File: config.mk
export PLATFORM = sky130hd
export DESIGN_NAME = rv32i_mem_access
export DESIGN_NICKNAME = d
export VERILOG_FILES = /design/src/rtl/rv32i_mem_access.sv
export SDC_FILE = /design/constraint.sdc
export NUM_CORES = 1
export LEC_CHECK = 0
export BUFFER_PORTS_ARGS = -buffer_cell sky130_fd_sc_hd__buf_4
export CORE_ASPECT_RATIO = 1.75
export CORE_UTILIZATION = 49
export DETAILED_ROUTE_END_ITERATION = 16
export GPL_ROUTABILITY_DRIVEN = 0
export HOLD_SLACK_MARGIN = 0.08
export PLACE_DENSITY_LB_ADDON = 0.05
export REMOVE_ABC_BUFFERS = 1
export SYNTH_ARGS = -nofsm -noshare
export SYNTH_HDL_FRONTEND = slang
export SYNTH_SLANG_ARGS = --single-unit
export TNS_END_PERCENT = 100
File: constraint.sdc
create_clock -name clk -period 3.67 [get_ports clk]
set_input_delay 0.367 -clock clk [delete_from_list [all_inputs] [get_ports clk]]
set_output_delay 0.367 -clock clk [all_outputs]
set_load 0.01 [all_outputs]
File: src/rtl/rv32i_mem_access.sv
// rv32i_mem_access: load/store unit that connects the ALU stage to a
// pipelined, wait-stated memory bus. It runs one transaction at a time.
// The stage sequence is IDLE -> REQ -> (RDWAIT) -> IDLE.
// Build option RV32I_MEM_TIMEOUT_EN adds an abort timer. The timer aborts
// a bus transaction that is still open after TIMEOUT_CYCLES cycles, and
// then pulses bus_error. Without the option, a transaction waits for as
// long as the bus takes.
module rv32i_mem_access #(
  parameter int unsigned TIMEOUT_CYCLES = 255
) (
  input  logic        clk,
  input  logic        reset_n,
  input  logic        alu_load,
  input  logic        alu_store,
  input  logic [31:0] alu_addr,
  input  logic [3:0]  alu_be,
  input  logic [31:0] alu_wdata,
  output logic [31:0] mem_addr,
  output logic        mem_read,
  output logic        mem_write,
  output logic [3:0]  mem_byteenable,
  output logic [31:0] mem_writedata,
  input  logic        mem_waitrequest,
  input  logic [31:0] mem_readdata,
  input  logic        mem_readdatavalid,
  output logic [31:0] ld_data,
  output logic        ld_valid,
  output logic        stall,
  output logic        bus_error
);

  typedef enum logic [1:0] {
    IDLE   = 2'd0,
    REQ    = 2'd1,
    RDWAIT = 2'd2
  } state_t;

  state_t state, next_state;
  logic   op_store;   // latched op; a store wins when both requests are high
  logic   accept;     // IDLE takes a new request this cycle
  logic   busy;       // a transaction is open on the bus
  logic   complete;   // the open transaction finishes this cycle
  logic   abort;      // the timer kills the open transaction this cycle
  logic   load_end;   // a load ends this cycle, by data or by abort

  // A timer limit outside 1..255 has no meaning for the 8-bit counter.
  // A bad setting therefore appears as this named scope in the hierarchy.
  if (TIMEOUT_CYCLES == 0 || TIMEOUT_CYCLES > 255) begin : g_timeout_cycles_out_of_range
  end

  // State register; reset abandons any open transaction
  always_ff @(posedge clk or negedge reset_n) begin
    if (!reset_n) state <= IDLE;
    else          state <= next_state;
  end

  // Next-state logic
  always_comb begin
    next_state = state;
    unique case (state)
      IDLE:    if (accept) next_state = REQ;
      REQ: begin
        if (complete || abort)                   next_state = IDLE;
        else if (!op_store && !mem_waitrequest)  next_state = RDWAIT;
      end
      RDWAIT:  if (complete || abort) next_state = IDLE;
      default: next_state = IDLE;
    endcase
  end

  // Output/decode logic: command strobes and the completion condition
  always_comb begin
    accept    = 1'b0;
    complete  = 1'b0;
    mem_read  = 1'b0;
    mem_write = 1'b0;
    unique case (state)
      IDLE:    accept = alu_load | alu_store;
      REQ: begin
        mem_read  = ~op_store;
        mem_write = op_store;
        // A store ends once it is accepted. A load can also end in the same
        // cycle, if the read data returns together with the acceptance.
        complete  = ~mem_waitrequest & (op_store | mem_readdatavalid);
      end
      RDWAIT:  complete = mem_readdatavalid;
      default: ;
    endcase
  end

  assign busy     = (state != IDLE);
  assign load_end = (complete | abort) & ~op_store;
  // The pipeline is held from the accept cycle onward. It is released in
  // the cycle that ends the transaction, so the ALU can issue again.
  assign stall    = accept | (busy & ~complete & ~abort);

  // Command capture at accept; the bus fields stay stable until the next accept
  always_ff @(posedge clk or negedge reset_n) begin
    if (!reset_n) begin
      mem_addr       <= '0;
      mem_byteenable <= '0;
      mem_writedata  <= '0;
      op_store       <= 1'b0;
    end else if (accept) begin
      mem_addr       <= alu_addr;
      mem_byteenable <= alu_be;
      mem_writedata  <= alu_wdata;
      op_store       <= alu_store;
    end
  end

  // Load return: a one-cycle ld_valid pulse; ld_data holds until the next load ends
  always_ff @(posedge clk or negedge reset_n) begin
    if (!reset_n) begin
      ld_data  <= '0;
      ld_valid <= 1'b0;
    end else begin
      ld_valid <= load_end;
      if (complete && !op_store)  ld_data <= mem_readdata;
      else if (load_end)          ld_data <= '0;
    end
  end

`ifdef RV32I_MEM_TIMEOUT_EN
  localparam logic [7:0] LAST_CYCLE = 8'(TIMEOUT_CYCLES - 1);

  logic [7:0] wait_cnt;

  // Count the bus cycles that end without completion. The count restarts at each accept.
  always_ff @(posedge clk or negedge reset_n) begin
    if (!reset_n)                wait_cnt <= '0;
    else if (accept)             wait_cnt <= '0;
    else if (busy && !complete)  wait_cnt <= wait_cnt + 8'd1;
  end

  // The final open cycle that does not complete becomes the abort cycle
  assign abort = busy & ~complete & (wait_cnt == LAST_CYCLE);

  // bus_error pulses together with the ld_valid of an aborted load
  always_ff @(posedge clk or negedge reset_n) begin
    if (!reset_n) bus_error <= 1'b0;
    else          bus_error <= abort;
  end
`else
  assign abort     = 1'b0;
  assign bus_error = 1'b0;
`endif

endmodule
==> impl_metrics.json <==
{
  "ys_types": 25,
  "setup_viol": 0,
  "fp-row-count": 44,
  "synth_seq_cells": 104,
  "seqCellArea_mm2": 0.00260,
  "yosysTopAreaCellShare_pct": 63.0,
  "place_inst": 541,
  "irDropWorstVdd_mv": 0.478,
  "die_y_um": 123,
  "die_area_mm2": 0.00882,
  "ys_warn_count": 0,
  "cp-start-kind": "register",
  "finish.utilization_pct": 73.2,
  "grt_pass1_vias": 2695,
  "nets": 570,
  "cp_max_fo": 33,
  "yosys.area.top_type": "dfrtp_1",
  "fin_crit_ns": 2.54,
  "relSlewSlack_pct": 22.2,
  "start_util_pct": 50.0,
  "dr.first_iter.drc_count": 120,
  "io_pins": 211,
  "overflow": 0,
  "stdcell_count": 558,
  "grt_util_all_layers_pct": 20.1,
  "leakage_uw": 0.00307,
  "crit_arrival_ns": 2.76,
  "multi_input_area_mm2": 0.00143,
  "fmax_mhz": 394,
  "fill_cells": 567,
  "skew_ns": 0.00670,
  "layout_commonest_cell": "buf_4",
  "first_pass_iters": 9,
  "cts.htree.levels": 3,
  "coreArea_mm2": 0.00826,
  "worstSkewPairLatency_ns": 0.34,
  "netlist_instances": 249,
  "clk_pin_slew_ns": 0.07,
  "post_cts_buffers": 0,
  "post_cts_resized": 0,
  "power_density_mw_per_mm2": 872,
  "failed_checks": "DRC",
  "yosysSeqAreaShare_pct": 63.0,
  "tns_ns": 0,
  "dp_hpwl_um": 6840,
  "grt_max_degree": 50,
  "final_cell_mix": "211 x buf_4, 104 x dfrtp_1, 71 x mux2_1",
  "syn_area_mm2": 0.00413,
  "cts_tree": "done",
  "cts.sinks": 104,
  "cap_violations": 0,
  "slew_violations": 0,
  "via_count": 2797,
  "worst_slew_pin_slew_ns": 1.17,
  "wirelength_um": 9050,
  "synth_area_leaders": "dfrtp_1 63%, mux2_1 19%, mux2_4 11%",
  "crit_required_ns": 3.89,
  "io_buffer_count": 209,
  "hold_violations": 0,
  "clk_path_buf_depth": 2,
  "fin_crit_sh_pct": 69.2,
  "synth.avg_cell_area_um2": 16.6,
  "final_layout_size_suffix_gt1_share_pct": 55.4,
  "antenna_found_initial": 0,
  "hp-class": "primary input to register",
  "drc": 15,
  "ctsRootBufferMaster": "clkbuf_16",
  "syn_to_final_growth_pct": 46.2,
  "viasPerCell": 5.01,
  "antenna_cells": 0,
  "cts_buffers": 9,
  "antenna_left": 0,
  "die_w_um": 71.4,
  "rsz0062_at_grt": "no",
  "cp-end-kind": "register",
  "grt_pass1_wl_um": 13100,
  "wire_per_inst_um": 16.2,
  "path_class": "register to register",
  "status": "finished with violations"
}
==> cell type report <==
cell class                      count  area share, %
Inverter                            5          0.311
Tap cell                           92           1.91
Timing Repair Buffer              213           26.7
Clock buffer                       11           3.85
Sequential cell                   104           43.1
Multi-Input combinational cell    128           23.6
Clock inverter                      5          0.559
==> report_power, final <==
group          total (uW)  leakage, uW  switching [uW]  internal [uW]
sequential           2040      0.00124             313           1730
combinational        2370      0.00171             976           1390
clock                 859     0.000126             401            459
total                5270      0.00307            1690           3580
==> timing repair <==
item,CTS,global route
setup endpoints to repair,0,0
hold buffers,1,0
hold endpoints to repair,47,0
==> critical path: stages (launching register included) <==
cell,delay [ns]
dfrtp_1,0.39
inv_1,0.10
ha_1,0.27
nor2b_1,0.16
o21ai_1,0.09
or3b_2,0.92
mux2_1,0.48
==> cell usage after synthesis (all sizes together) <==
| cell type | instances |
|---|---|
| or3b | 1 |
| mux2 | 100 |
| ha | 3 |
| nand4b | 1 |
| or2 | 2 |
| nand2 | 4 |
| nor2b | 3 |
| inv | 5 |
| a41o | 1 |
| dfrtp | 104 |
| o21ai | 2 |
| o21a | 1 |
| conb | 1 |
| and2 | 1 |
| o211ai | 1 |
| a21oi | 4 |
| nand3 | 1 |
| buf | 12 |
| a21boi | 1 |
| o31a | 1 |
==> worst paths after layout <==
kind                                         from                 to  slack [ns]  cells after the start
worst max-delay path                     state[1]         ld_data[1]        1.13                      6
worst min-delay path                alu_wdata[29]  mem_writedata[29]        0.23                      2
worst max register to register           state[1]         ld_data[1]        1.13                      6
worst min register to register  mem_writedata[29]  mem_writedata[29]        0.49                      1
max in group asynchronous                 reset_n  mem_writedata[28]        2.24                      3
min in group asynchronous                 reset_n  mem_writedata[29]        0.57                      2
==> metrics by stage <==
step	cell area, um2	setup WS, ns	total power, uW	hold WS [ns]
final	6040	1.13	5270	0.229
after global routing	6040	1.04	5570	0.226
after CTS	6040	1.13	5340	0.219
after detailed placement	5770	1.14	4460	0.431
after global placement	5770	1.26	4370	0.424
after floorplan	4040	0.948	3220	0.0714
==> routing by layer <==
layer	global-route usage [%]	up-vias	routed length (um)
li1	-	1291	-
met1	22.9	1351	3320
met2	33.5	135	4740
met3	5.70	20	717
met4	11.9	0	270
met5	0	-	0
==> cells by family (layout without fill, tap and decap cells) <==
kind of cell,Yosys count,in the layout,share of synthesized area [%]
simple gates,13,13,1.82
compound gates,11,11,1.73
mux,100,100,29.9
fa+ha+maj,3,3,0.909
flops,104,104,63.0
buf+inv,17,234,2.57
other cells,1,1,0.0908
==> state kept, by name, summed over array words and instances (netlist names) <==
signal          count
ld_data            32
mem_addr           32
mem_writedata      32
mem_byteenable      4
state               2
ld_valid            1
op_store            1
(Power assumes the default switching activity.)
